===== src/rtl/brus16_pkg.sv =====
// rtl/brus16_pkg.sv - shared widths, rect table defaults and copy FSM states
package brus16_pkg;

  localparam int DEF_DATA_WIDTH     = 16;
  localparam int DEF_ADDR_WIDTH     = 13;
  localparam int DEF_BUF_ADDR_WIDTH = 9;
  localparam int DEF_RECT_COUNT     = 64;
  localparam int DEF_RECT_WORDS     = 5;
  localparam logic [12:0] DEF_RECT_BASE = 13'h1000;

  typedef enum logic [1:0] {
    IDLE,
    READ,
    DRAIN,
    DONE
  } copy_state_t;

endpackage


===== src/rtl/rect_copy_controller_if.sv =====
// rtl/rect_copy_controller_if.sv - copy handshake, data-memory read port and rect buffer write port
// RECT_COPY_CHECKSUM_EN adds the checksum signal.
interface rect_copy_controller_if
  import brus16_pkg::*;
#(
  parameter int DATA_WIDTH     = DEF_DATA_WIDTH,
  parameter int ADDR_WIDTH     = DEF_ADDR_WIDTH,
  parameter int BUF_ADDR_WIDTH = DEF_BUF_ADDR_WIDTH
);

  logic                      copy_start;
  logic                      copy;
  logic [ADDR_WIDTH-1:0]     mem_addr;
  logic                      mem_rd_en;
  logic [DATA_WIDTH-1:0]     mem_rd_data;
  logic                      buf_wr_en;
  logic [BUF_ADDR_WIDTH-1:0] buf_wr_addr;
  logic [DATA_WIDTH-1:0]     buf_wr_data;
  logic                      busy;
  logic                      done;
`ifdef RECT_COPY_CHECKSUM_EN
  logic [DATA_WIDTH-1:0]     checksum;
`endif

  modport master (
`ifdef RECT_COPY_CHECKSUM_EN
    output checksum,
`endif
    input  copy_start, copy, mem_rd_data,
    output mem_addr, mem_rd_en, buf_wr_en, buf_wr_addr, buf_wr_data, busy, done
  );

  modport slave (
`ifdef RECT_COPY_CHECKSUM_EN
    input  checksum,
`endif
    output copy_start, copy, mem_rd_data,
    input  mem_addr, mem_rd_en, buf_wr_en, buf_wr_addr, buf_wr_data, busy, done
  );

endinterface


===== src/rtl/copy_addr_counter.sv =====
// rtl/copy_addr_counter.sv - loadable, enable-gated index counter with terminal-count flag
module copy_addr_counter #(
  parameter int               WIDTH = 9,
  parameter logic [WIDTH-1:0] LAST  = '1
) (
  input  logic             clk,
  input  logic             reset,
  input  logic             load,
  input  logic [WIDTH-1:0] load_value,
  input  logic             en,
  output logic [WIDTH-1:0] count,
  output logic             tc
);

  logic [WIDTH-1:0] count_q, count_d;

  always_comb begin
    count_d = count_q;
    if (load) begin
      count_d = load_value;
    end else if (en) begin
      count_d = count_q + 1'b1;
    end
  end

  always_ff @(posedge clk) begin
    if (reset) begin
      count_q <= '0;
    end else begin
      count_q <= count_d;
    end
  end

  assign count = count_q;
  assign tc    = (count_q == LAST);

endmodule


===== src/rtl/rect_copy_controller.sv =====
// rtl/rect_copy_controller.sv - streams the rect table from data memory into the GPU rect buffer
// RECT_COPY_CHECKSUM_EN adds a registered running sum of every written word.
module rect_copy_controller
  import brus16_pkg::*;
#(
  parameter int                    DATA_WIDTH     = DEF_DATA_WIDTH,
  parameter int                    ADDR_WIDTH     = DEF_ADDR_WIDTH,
  parameter int                    RECT_COUNT     = DEF_RECT_COUNT,
  parameter int                    RECT_WORDS     = DEF_RECT_WORDS,
  parameter logic [ADDR_WIDTH-1:0] RECT_BASE      = DEF_RECT_BASE,
  parameter int                    BUF_ADDR_WIDTH = DEF_BUF_ADDR_WIDTH
) (
  input logic                    clk,
  input logic                    reset,
  rect_copy_controller_if.master bus
);

  localparam int N = RECT_COUNT * RECT_WORDS;
  localparam logic [BUF_ADDR_WIDTH-1:0] LAST_IDX = BUF_ADDR_WIDTH'(N - 1);

  copy_state_t               state_q, state_d;
  logic                      rd_valid_q, rd_valid_d;
  logic                      start_accept;
  logic                      mem_rd_en;
  logic                      buf_wr_en;
  logic [BUF_ADDR_WIDTH-1:0] rd_idx, wr_idx;
  logic                      rd_last, wr_last;
  logic [DATA_WIDTH-1:0]     wr_data;

  copy_addr_counter #(.WIDTH(BUF_ADDR_WIDTH), .LAST(LAST_IDX)) u_rd_cnt (
    .clk       (clk),
    .reset     (reset),
    .load      (start_accept),
    .load_value('0),
    .en        (mem_rd_en),
    .count     (rd_idx),
    .tc        (rd_last)
  );

  copy_addr_counter #(.WIDTH(BUF_ADDR_WIDTH), .LAST(LAST_IDX)) u_wr_cnt (
    .clk       (clk),
    .reset     (reset),
    .load      (start_accept),
    .load_value('0),
    .en        (buf_wr_en),
    .count     (wr_idx),
    .tc        (wr_last)
  );

  // Losing ownership kills both the issuing read and the pending delayed write in the same cycle.
  always_comb begin
    start_accept = (state_q == IDLE) && bus.copy_start && bus.copy;
    mem_rd_en    = (state_q == READ) && bus.copy;
    buf_wr_en    = rd_valid_q && bus.copy;
    rd_valid_d   = mem_rd_en;
    wr_data      = buf_wr_en ? bus.mem_rd_data : '0;
    state_d      = state_q;
    case (state_q)
      IDLE: begin
        if (start_accept) state_d = READ;
      end
      READ: begin
        if (!bus.copy)   state_d = IDLE;
        else if (rd_last) state_d = DRAIN;
      end
      DRAIN: begin
        if (!bus.copy)   state_d = IDLE;
        else if (wr_last) state_d = DONE;
      end
      DONE:    state_d = IDLE;
      default: state_d = IDLE;
    endcase
  end

  always_ff @(posedge clk) begin
    if (reset) begin
      state_q    <= IDLE;
      rd_valid_q <= 1'b0;
    end else begin
      state_q    <= state_d;
      rd_valid_q <= rd_valid_d;
    end
  end

  assign bus.mem_rd_en   = mem_rd_en;
  assign bus.mem_addr    = mem_rd_en ? RECT_BASE + ADDR_WIDTH'(rd_idx) : '0;
  assign bus.buf_wr_en   = buf_wr_en;
  assign bus.buf_wr_addr = buf_wr_en ? wr_idx : '0;
  assign bus.buf_wr_data = wr_data;
  assign bus.busy        = (state_q == READ) || (state_q == DRAIN);
  assign bus.done        = (state_q == DONE);

`ifdef RECT_COPY_CHECKSUM_EN
  logic [DATA_WIDTH-1:0] sum_q, sum_d;
  logic [DATA_WIDTH-1:0] checksum_q, checksum_d;

  // Published only on a completed copy so an abort leaves the last good value visible.
  always_comb begin
    sum_d = sum_q;
    if (start_accept) begin
      sum_d = '0;
    end else if (buf_wr_en) begin
      sum_d = sum_q + wr_data;
    end
    checksum_d = checksum_q;
    if ((state_q == DRAIN) && (state_d == DONE)) begin
      checksum_d = sum_d;
    end
  end

  always_ff @(posedge clk) begin
    if (reset) begin
      sum_q      <= '0;
      checksum_q <= '0;
    end else begin
      sum_q      <= sum_d;
      checksum_q <= checksum_d;
    end
  end

  assign bus.checksum = checksum_q;
`endif

endmodule


===== src/flat_wrapper.sv =====
// flat-port wrapper written by rule: the top's interface ports become plain ports
module rect_copy_controller_flat import brus16_pkg::*;
#(
  parameter int                    DATA_WIDTH     = DEF_DATA_WIDTH,
  parameter int                    ADDR_WIDTH     = DEF_ADDR_WIDTH,
  parameter int                    RECT_COUNT     = DEF_RECT_COUNT,
  parameter int                    RECT_WORDS     = DEF_RECT_WORDS,
  parameter logic [ADDR_WIDTH-1:0] RECT_BASE      = DEF_RECT_BASE,
  parameter int                    BUF_ADDR_WIDTH = DEF_BUF_ADDR_WIDTH
)
  (clk, reset, bus_copy_start, bus_copy, bus_mem_rd_data, bus_mem_addr, bus_mem_rd_en, bus_buf_wr_en, bus_buf_wr_addr, bus_buf_wr_data, bus_busy, bus_done);
  rect_copy_controller_if #(.DATA_WIDTH(DATA_WIDTH), .ADDR_WIDTH(ADDR_WIDTH), .BUF_ADDR_WIDTH(BUF_ADDR_WIDTH)) bus_i ();
  input logic clk;
  input logic reset;
  input wire logic [$bits(bus_i.copy_start)-1:0] bus_copy_start;
  input wire logic [$bits(bus_i.copy)-1:0] bus_copy;
  input wire logic [$bits(bus_i.mem_rd_data)-1:0] bus_mem_rd_data;
  output wire logic [$bits(bus_i.mem_addr)-1:0] bus_mem_addr;
  output wire logic [$bits(bus_i.mem_rd_en)-1:0] bus_mem_rd_en;
  output wire logic [$bits(bus_i.buf_wr_en)-1:0] bus_buf_wr_en;
  output wire logic [$bits(bus_i.buf_wr_addr)-1:0] bus_buf_wr_addr;
  output wire logic [$bits(bus_i.buf_wr_data)-1:0] bus_buf_wr_data;
  output wire logic [$bits(bus_i.busy)-1:0] bus_busy;
  output wire logic [$bits(bus_i.done)-1:0] bus_done;
  assign bus_i.copy_start = bus_copy_start;
  assign bus_i.copy = bus_copy;
  assign bus_i.mem_rd_data = bus_mem_rd_data;
  assign bus_mem_addr = bus_i.mem_addr;
  assign bus_mem_rd_en = bus_i.mem_rd_en;
  assign bus_buf_wr_en = bus_i.buf_wr_en;
  assign bus_buf_wr_addr = bus_i.buf_wr_addr;
  assign bus_buf_wr_data = bus_i.buf_wr_data;
  assign bus_busy = bus_i.busy;
  assign bus_done = bus_i.done;
  rect_copy_controller #(.DATA_WIDTH(DATA_WIDTH), .ADDR_WIDTH(ADDR_WIDTH), .RECT_COUNT(RECT_COUNT), .RECT_WORDS(RECT_WORDS), .RECT_BASE(RECT_BASE), .BUF_ADDR_WIDTH(BUF_ADDR_WIDTH)) u_core (.clk(clk), .reset(reset), .bus(bus_i));
endmodule

===== config.mk =====
export PLATFORM = sky130hd
export DESIGN_NAME = rect_copy_controller_flat
export DESIGN_NICKNAME = d
export VERILOG_FILES = /design/src/rtl/brus16_pkg.sv /design/src/rtl/rect_copy_controller_if.sv /design/src/rtl/copy_addr_counter.sv /design/src/rtl/rect_copy_controller.sv /design/src/flat_wrapper.sv
export SDC_FILE = /design/constraint.sdc
export NUM_CORES = 1
export LEC_CHECK = 0
export BUFFER_PORTS_ARGS = -buffer_cell sky130_fd_sc_hd__buf_2
export CORE_ASPECT_RATIO = 1.75
export CORE_UTILIZATION = 46
export DETAILED_ROUTE_END_ITERATION = 10
export GPL_ROUTABILITY_DRIVEN = 0
export GPL_TIMING_DRIVEN = 0
export PLACE_DENSITY = 0.89
export SYNTH_ARGS = -nofsm -noshare
export SYNTH_HDL_FRONTEND = slang
export SYNTH_SLANG_ARGS = --single-unit

===== constraint.sdc =====
create_clock -name clk -period 1.85 [get_ports clk]
set_input_delay 0.37 -clock clk [delete_from_list [all_inputs] [get_ports clk]]
set_output_delay 0.37 -clock clk [all_outputs]
set_load 0.01 [all_outputs]

==> impl_summary.log <==
INFO  metric fin_tns_setup = 0 ps
INFO  metric min_period_over_period = 0.959
INFO  metric fillCellCount = 263
INFO  metric multiInputGateArea = 797 µm²
INFO  metric share_of_final_layout_standard_cells_stronger_than_drive_strength_1 = 0.345
INFO  metric timing.clock.skew = 4.32 ps
INFO  metric endpoint_kind = output port
INFO  metric final_period_minus_worst_setup_slack = 1770 ps
INFO  metric detail_route.wirelength.met1 = 1.12 mm
INFO  metric antenna_found_initial = 0
INFO  metric clkSlewWorstSetupHoldPaths = 80 ps
INFO  metric postSynthRegisterBits = 21
INFO  metric cp.arrival = 1400 ps
INFO  metric setup-violations-final = 0
INFO  metric clock_path_buffers = 2
INFO  metric grt_pass1_wl = 4.63 mm
INFO  metric wl = 2.99 mm
INFO  metric synthDistinctLibCells = 30
INFO  metric fp.dieW = 42.2 µm
INFO  metric gr-usage-all-layers = 0.188
INFO  metric maxSlewViolCount = 0
INFO  metric tritoncts = built
INFO  metric rsz0062_at_grt = no
INFO  metric final_antenna_net_count = 0
INFO  metric 1st_pass_router_iterations = 4
INFO  metric powerDensity = 562 mW/mm²
INFO  metric min_path_type = input pin to flop
INFO  metric num_vias = 1383
INFO  metric antenna_cells = 0
INFO  metric synth.yosys.seq_area_share = 0.323
INFO  metric synthCells = 162
INFO  metric drc = 0
INFO  metric ir_drop = 0.000499 V
INFO  metric detailedPlacementHpwl = 2.30 mm
INFO  metric dr_wl_met3 = 235 µm
INFO  metric p_leak = 0.000952 µW
INFO  metric synthesis.area_per_instance = 8.02 µm²
INFO  metric initialDrtViolationCount = 33
INFO  metric design.core.area = 0.00269 mm²
INFO  metric io-pin-count = 62
INFO  metric root_buffer = clkbuf_8
INFO  metric outcome = finished, final reports clean
INFO  metric timing.final.hold_violations = 0
INFO  metric met2_wirelength = 1.60 mm
INFO  metric via_per_inst = 5.47
INFO  metric clock_tree.htree_level_count = 1
INFO  metric cts_hold_repair.buffers = 0
INFO  metric drv_cap = 0
INFO  metric synth.yosys.warnings = 0
INFO  metric critical_path.startpoint_type = flop
INFO  metric data_required_critical_path = 1480 ps
INFO  metric nNetsFinal = 254
INFO  metric maxUsedRoutingLayer = met4
INFO  metric design.die.area = 0.00305 mm²
INFO  metric rows = 25
INFO  metric critical_path_class = flop to output port
INFO  metric floorplan.die.height = 72.3 µm
INFO  metric flow.area_growth_from_synthesis = 29.5%
INFO  metric grt_max_degree = 13
INFO  metric dpl-instance-area = 0.00163 mm²
INFO  metric initial_core_util = 0.483
INFO  metric path_max_fanout = 10
INFO  metric cts_sinks = 21
INFO  metric aggregate_global_routing_overflow = 0
INFO  metric port_buffers = 58
INFO  metric final_critical_path_setup_slack = 75.1 ps
INFO  metric synth.cell_area = 0.00130 mm²
INFO  metric worstSkewPairLatency = 260 ps
INFO  metric avgRoutedWirePerCell = 11.8 µm
INFO  metric layout.cell_area.non_filler = 0.00168 mm²
INFO  metric tritoncts_buffers = 3
INFO  metric max_freq = 563 MHz
INFO  metric vias_in_the_first_global_route = 1172
INFO  metric flip_flop_and_latch_area = 422 µm²
INFO  metric pre_cts_ws = -40.2 ps
[cells in the mapped netlist (all sizes together)]
cell | n | area, µm²
inv | 5 | 18.8
nor2 | 22 | 82.6
and3 | 34 | 214
and2 | 3 | 18.8
a211o | 1 | 8.76
a221oi | 1 | 15.0
o31a | 1 | 8.76
buf | 4 | 30.0
nor3 | 4 | 20.0
o211ai | 1 | 7.51
dfxtp | 21 | 420
nand2b | 1 | 6.26
xor2 | 8 | 70.1
and4 | 1 | 8.76
nand4bb | 1 | 11.3
nand2 | 13 | 51.3
conb | 1 | 3.75
dlymetal6s2s | 1 | 12.5
nand4 | 6 | 37.5
a31o | 1 | 8.76
xnor2 | 8 | 70.1
clkbuf | 9 | 33.8
ha | 7 | 87.6
a21oi | 3 | 15.0
mux2i | 2 | 20.0
a41oi | 1 | 8.76
nand3 | 2 | 10.0
[what timing repair did]
action	in CTS	in global routing
gates resized for setup	5	5
setup buffers	0	0
setup endpoints to repair	15	36
[power by group]
group          leakage (µW)  internal (µW)  switching, µW
combinational      0.000756           75.2           98.7
clock             0.0000255            150            151
sequential         0.000170            461           9.98
total              0.000952            686            259
[cells in the final DEF, fill, tap and decap left out]
master     Yosys  routed
inv_2          1       2
xnor2_1        8       8
nand3_1        2       1
nand2b_1       1       1
nor2_1        22      22
a41oi_1        1       1
mux2i_1        2       2
buf_4          4       5
nand2_1       12      12
and3_1        33      33
nand4_1        6       6
nand4bb_1      1       1
ha_1           7       7
a221oi_2       1       1
dfxtp_1       21      20
nand3_2        0       1
and4_1         1       1
clkbuf_1       9       6
o211ai_1       1       1
clkbuf_8       0       3
conb_1         1       3
a31o_2         1       1
and3_2         1       1
inv_1          4       3
clkinv_2       0       1
clkbuf_2       0       3
a211o_1        1       1
buf_2          0      58
a21oi_1        3       3
and2_1         3       3
xor2_1         8       8
dfxtp_2        0       1
nand2_2        1       1
o31a_1         1       1
nor3_1         4       4
[layer usage]
metal / vias up / GRT usage
li1: 676 / -
met1: 642 / 0.169
met5: - / 0
met4: 0 / 0.0799
met3: 5 / 0.0348
met2: 60 / 0.386
[path summary, 6_finish.rpt]
kind                            depth (start not counted)                                     to  slack, ps                      startpoint
worst max register to register                          6  u_core.u_rd_cnt.count[0]$_SDFFE_PP0P_        150  u_core.state_q[0]$_SDFFE_PP0P_
worst min-delay path                                    2         u_core.state_q[0]$_SDFFE_PP0P_        330                           reset
worst max-delay path                                    6                        bus_mem_addr[2]         80  u_core.state_q[1]$_SDFFE_PP0P_
worst min register to register                          2         u_core.state_q[1]$_SDFFE_PP0P_        500  u_core.state_q[1]$_SDFFE_PP0P_
[cell type report]
cell class                 instances  share of cell area
clock buffer                       3              0.0245
timing repair buffer              58               0.172
clock inverter                     1             0.00297
sequential                        21               0.251
buffer                            14              0.0446
multi-input combinational        124               0.474
inverter                           5              0.0112
tap                               27              0.0201
[kinds of logic (layout without fill, tap and decap cells)]
kind of cell | Yosys count | count (layout) | share of synthesized area
adders and majority gates | 7 | 7 | 0.0674
buffers and inverters | 19 | 81 | 0.0731
xor gates and xnor gates | 16 | 16 | 0.108
other | 1 | 3 | 0.00288
and+or+nand+nor | 87 | 87 | 0.354
DFF | 21 | 21 | 0.323
AOI/OAI and AO/OA | 9 | 9 | 0.0558
muxes | 2 | 2 | 0.0154
[sequential cells by signal, indices dropped and copies added (netlist names)]
signal,count
u_core.state_q,2
u_core.rd_valid_q,1
u_core.u_wr_cnt.count,9
u_core.u_rd_cnt.count,9
[worst max-delay path: stages (launching register included)]
cell     delay, ps
dfxtp_2        340
inv_1          100
ha_1           170
buf_4          170
nand3_2        130
inv_2          110
buf_2          130
[metrics by stage]
step                      power, µW  instances  utilization  hold WS (ps)
after CTS                       946        253        0.627           334
final                           945        253        0.626           331
after floorplan                 591        164            -           436
after detailed placement        651        249        0.607           484
after global placement          646        249        0.607           475
after global routing            982        253        0.626           345
Note: power is estimated with default switching activity, not from simulation.
